### config.mk
export PLATFORM = sky130hd
export DESIGN_NAME = hazard_ctl
export DESIGN_NICKNAME = d
export VERILOG_FILES = /design/src/rtl/hazard_ctl.sv
export SDC_FILE = /design/constraint.sdc
export NUM_CORES = 1
export LEC_CHECK = 0
export CORE_MARGIN = 2
export CORE_UTILIZATION = 47
export CTS_CLUSTER_DIAMETER = 200
export DETAILED_ROUTE_END_ITERATION = 10
export PLACE_DENSITY_LB_ADDON = 0.1
export SETUP_SLACK_MARGIN = 0.05
export SYNTH_ARGS = -nofsm -noshare
export SYNTH_HDL_FRONTEND = slang
export SYNTH_SLANG_ARGS = --single-unit
### constraint.sdc
create_clock -name clk -period 4.3 [get_ports clk]
set_clock_uncertainty 0.2 [all_clocks]
set_input_delay 1.29 -clock clk [delete_from_list [all_inputs] [get_ports clk]]
set_output_delay 1.29 -clock clk [all_outputs]
set_load 0.01 [all_outputs]
### src/rtl/hazard_ctl.sv
// hazard_ctl: pipeline interlock for a 5-stage core with a multicycle
// multiply/divide unit.
//   clk, rst            - clock, synchronous active-high reset
//   id_rs/id_rt         - ID-stage source register numbers
//   id_uses_rs/rt       - ID instruction actually reads that operand
//   id_is_mfhilo        - ID instruction is MFHI/MFLO
//   ex_is_load/ex_we/ex_wr_rn - EX-stage load / write-back info
//   md_start/md_is_div  - multiply/divide issue from EX
//   pause, id_bubble    - freeze front end / squash ID->EX (Mealy)
//   md_busy             - HI/LO result still pending
//   hz_state            - 0 RUN, 1 LD_STALL, 2 MD_WAIT
//   stall_cnt           - saturating count of paused cycles
//
// state    | meaning
// RUN      | no hazard outstanding
// LD_STALL | one-cycle load-use bubble; load result now forwards from MEM
// MD_WAIT  | MFHI/MFLO waiting for the multiply/divide counter to drain
module hazard_ctl #(
  parameter int MUL_CYCLES = 4,
  parameter int DIV_CYCLES = 33
) (
  input  logic        clk,
  input  logic        rst,
  input  logic [4:0]  id_rs,
  input  logic [4:0]  id_rt,
  input  logic        id_uses_rs,
  input  logic        id_uses_rt,
  input  logic        id_is_mfhilo,
  input  logic        ex_is_load,
  input  logic        ex_we,
  input  logic [4:0]  ex_wr_rn,
  input  logic        md_start,
  input  logic        md_is_div,
  output logic        pause,
  output logic        id_bubble,
  output logic        md_busy,
  output logic [1:0]  hz_state,
  output logic [15:0] stall_cnt
);

  typedef enum logic [1:0] {
    RUN      = 2'd0,
    LD_STALL = 2'd1,
    MD_WAIT  = 2'd2
  } hz_state_e;

  localparam logic [5:0] MUL_LD = 6'(MUL_CYCLES);
  localparam logic [5:0] DIV_LD = 6'(DIV_CYCLES);

  hz_state_e   state_q, state_d;
  logic [5:0]  md_cnt_q, md_cnt_d;
  logic [15:0] stall_cnt_q, stall_cnt_d;
  logic        md_busy_q, md_busy_d;

  logic ld_haz, md_haz, stall;

  always_comb begin
    ld_haz = ex_is_load && ex_we && (ex_wr_rn != 5'd0) &&
             ((id_uses_rs && (id_rs == ex_wr_rn)) ||
              (id_uses_rt && (id_rt == ex_wr_rn)));
    md_haz = id_is_mfhilo && (md_start || (md_cnt_q != 6'd0));
    // The load in EX has already been waited on once while in LD_STALL.
    stall  = !rst && (md_haz || (ld_haz && (state_q != LD_STALL)));

    state_d = RUN;
    if (md_haz)
      state_d = MD_WAIT;
    else if ((state_q == RUN) && ld_haz)
      state_d = LD_STALL;

    md_cnt_d = md_cnt_q;
    if (md_start)
      md_cnt_d = md_is_div ? DIV_LD : MUL_LD;
    else if (md_cnt_q != 6'd0)
      md_cnt_d = md_cnt_q - 6'd1;

    md_busy_d = (md_cnt_d != 6'd0);

    stall_cnt_d = stall_cnt_q;
    if (stall && (stall_cnt_q != 16'hFFFF))
      stall_cnt_d = stall_cnt_q + 16'd1;
  end

  always_ff @(posedge clk) begin
    if (rst) begin
      state_q     <= RUN;
      md_cnt_q    <= 6'd0;
      md_busy_q   <= 1'b0;
      stall_cnt_q <= 16'd0;
    end else begin
      state_q     <= state_d;
      md_cnt_q    <= md_cnt_d;
      md_busy_q   <= md_busy_d;
      stall_cnt_q <= stall_cnt_d;
    end
  end

  assign pause     = stall;
  assign id_bubble = stall;
  assign md_busy   = md_busy_q && !rst;
  assign hz_state  = state_q;
  assign stall_cnt = stall_cnt_q;

endmodule
==> results of run 1 <==
Yosys cell counts (2+ instances only):
| cell | number | share of area |
|---|---|---|
| dfxtp_1 | 25 | 0.36 |
| a21oi_1 | 14 | 0.051 |
| xnor2_1 | 14 | 0.089 |
| nand2_1 | 12 | 0.033 |
| nor2_1 | 11 | 0.030 |
| nand4_1 | 8 | 0.036 |
| inv_1 | 7 | 0.019 |
| nand3_1 | 7 | 0.026 |
| o21ai_0 | 7 | 0.026 |
| or3_1 | 6 | 0.027 |
| nor3_1 | 4 | 0.015 |
| o31ai_1 | 4 | 0.022 |
| and4_1 | 3 | 0.019 |
| ha_1 | 3 | 0.027 |
| o311ai_0 | 3 | 0.019 |
| o41ai_1 | 3 | 0.019 |
| or4_1 | 3 | 0.016 |
| a2111oi_0 | 2 | 0.013 |
| and2_1 | 2 | 0.0091 |
| buf_2 | 2 | 0.0073 |
| clkbuf_1 | 2 | 0.0055 |
| nor2b_1 | 2 | 0.0091 |
| nor4_1 | 2 | 0.0091 |
| o21a_1 | 2 | 0.011 |
| xor2_1 | 2 | 0.013 |
power groups by stage:
stage               combinational, W  clock, W  sequential [W]
finish                      0.000159  0.000108        0.000259
global route                0.000175  0.000120        0.000262
CTS                         0.000158  0.000110        0.000258
detailed placement          0.000157         0        0.000263
global placement            0.000150         0        0.000263
floorplan                  0.0000969         0        0.000262
logic make-up after synthesis:
| group | Yosys count |
|---|---|
| AND/OR/NAND/NOR | 63 |
| AO/OA/AOI/OAI | 43 |
| adder cells (fa/ha/maj) | 3 |
| XOR/XNOR | 16 |
| flip-flops | 25 |
| multiplexers | 1 |
| buffers and inverters | 12 |
per-stage QoR:
step | instance area [µm²] | power, W | setup TNS [ps] | instances
finish | 1950 | 0.000526 | 0 | 248
global route | 1950 | 0.000557 | 0 | 248
CTS | 1930 | 0.000527 | 0 | 247
detailed placement | 1890 | 0.000421 | -545 | 242
global placement | 1890 | 0.000413 | -332 | 242
floorplan | 1370 | 0.000359 | 0 | 163
layer usage:
layer  part of all wire  vias to the layer above  GRT usage
li1                   -                      719          -
met1               0.45                      676      0.277
met2               0.51                       35      0.390
met3              0.035                        4     0.0379
met4             0.0091                        0     0.0631
met5                  0                        -          0
flip-flops by register name (all words and copies together) (netlist names):
signal,cells
hz_state,2
md_busy_q,1
md_cnt_q,6
stall_cnt,16
what timing repair did:
item / in CTS / in global routing
pin swaps: 1 / 2
hold buffers: 0 / 0
endpoints found under the setup margin: 2 / 3
resized for setup: 6 / 6
setup buffers: 1 / 1
worst paths after layout:
| check | from | endpoint | slack, ps | cells past startpoint |
|---|---|---|---|---|
| max | id_rs[4] | pause | 150 | 6 |
| min | stall_cnt[5]$_SDFFE_PP0P_ | stall_cnt[5]$_SDFFE_PP0P_ | 300 | 1 |
| min reg2reg | stall_cnt[5]$_SDFFE_PP0P_ | stall_cnt[5]$_SDFFE_PP0P_ | 300 | 1 |
| max reg2reg | md_cnt_q[0]$_SDFF_PP0_ | stall_cnt[13]$_SDFFE_PP0P_ | 1790 | 9 |
area by class of cell:
| type | instances | share of cell area |
|---|---|---|
| Tap cell | 31 | 0.0199 |
| Inverter | 7 | 0.0135 |
| Clock buffer | 3 | 0.0116 |
| Sequential cell | 25 | 0.257 |
| Timing Repair Buffer | 55 | 0.267 |
| Multi-Input combinational cell | 126 | 0.427 |
| Clock inverter | 1 | 0.00386 |
worst max-delay path: stages:
cell and delay (ps):
clkdlybuf4s50_1 480, xnor2_1 130, nand4_1 130, o22ai_2 200, a21o_1 160, dlygate4sd2_1 260
==> flow_summary.toml, run 1 <==
[status]
status = "finished clean"

[floorplan]
core_area_um2 = 2760
ios = 45
die_h_um = 58.0
dieArea_um2 = 3370
num_rows = 19
start_util = 0.497
die_w_um = 58.0

[logic_synthesis]
synth_fa_ha_area_frac = 0.0274
yosys.area_share.xor_xnor = 0.102
ys_ff_latch = 25
muxShareOfSynthArea = 0.00730
yosys.area_share.simple = 0.249
synth_ff_type = "dfxtp_1"
synth_top_family_by_area = "simple AND/OR/NAND/NOR gates"
yosysSeqAreaShare = 0.365
synth.avg_cell_area_um2 = 8.41
synth-edff-count = 0
synth-compound-area-share = 0.212
yosysUniqueCellTypes = 38
syn-num-nets = 190
synth_area_um2 = 1370
synth-async-reset-ratio = 0
yosysWarnings = 0
netlist_instances = 163

[power_and_ir_drop]
internal_power_w = 0.000359
clkPwrFrac = 0.206
ir_worst_vdd_v = 0.000284
switching_share = 0.317
p_sw_w = 0.000167
power_density_nw_per_um2 = 270
leakagePower_nw = 0.707
seqPwrFrac = 0.493
share_comb_of_total_power = 0.302

[cells_and_area]
num-fill-cells = 234
drive_above_1_share = 0.0968
n_antenna_cell = 0
fin_nets = 245
multi_input_area_um2 = 831
final_common_cell = "clkdlybuf4s50_1"
area_growth_pct = 42.0
final_cell_mix = "36 x clkdlybuf4s50_1, 25 x dfxtp_1, 14 x xnor2_1, 14 x a21oi_1, 12 x nand2_1"
fin_util = 0.706
seqCellArea_um2 = 500

[flow_run]
max_cap_violations = 0

[worst_setup_path]
crit_path_start_kind = "primary input"
path_max_fanout = 2
critPathCaptureType = "output port"
cp.required_ps = 2810
crit_type = "in -> out"
arrival_ps = 2660

[sta]
setup_viol = 0
finalWorstSetupSlack_ps = 150
rsz0062_at_grt = "no"
period_needed_ps = 4150
finalCritPeriodShare = 0.965
worst_pin_slew_ps = 469
hold_viol = 0
finalMaxSlewViolations = 0
relSlewSlack = 0.685
clock.fmax_mhz = 241
whs_ps = 295

[route]
drt-total-wl_um = 3530
ant_nets = 0
viasPerCell = 5.78
vias = 1434
wl_per_cell_um = 14.2
firstDrtPassIters = 6
drtIter0Drc = 52
drc = 0

[clock_network]
clk_latency_ps = 310
cts_buffer_depth = 2
cts_sinks = 25
cts_tree = "done"
h-tree-depth = 1
path_clk_slew_ps = 140
cts_buffers = 3
cts-root-buf = "clkbuf_4"

[grt]
grt_pass1_vias = 1345
gr-total-overflow = 0
grt_max_degree = 29
grt_pass1_wl_um = 5900
antenna_found_initial = 0
grtUsageTotal = 0.221

[hold_path]
hp-class = "reg -> reg"

[place]
portBuffers = 44
place_ws_ps = -277
hpwl_um = 2670
place.gp.congestion = 0.890
Power figures use the tool's default switching activity.
==> run 2: changes to the inputs <==
--- a/config.mk
+++ b/config.mk
@@ -5,6 +5,7 @@
 export SDC_FILE = /design/constraint.sdc
 export NUM_CORES = 1
 export LEC_CHECK = 0
+export ABC_CLOCK_PERIOD_IN_PS = 4300
 export CORE_MARGIN = 2
 export CORE_UTILIZATION = 47
 export CTS_CLUSTER_DIAMETER = 200
==> results of run 2 <==
Same layout as run 1: the final DEF is identical, and so are final timing and power.
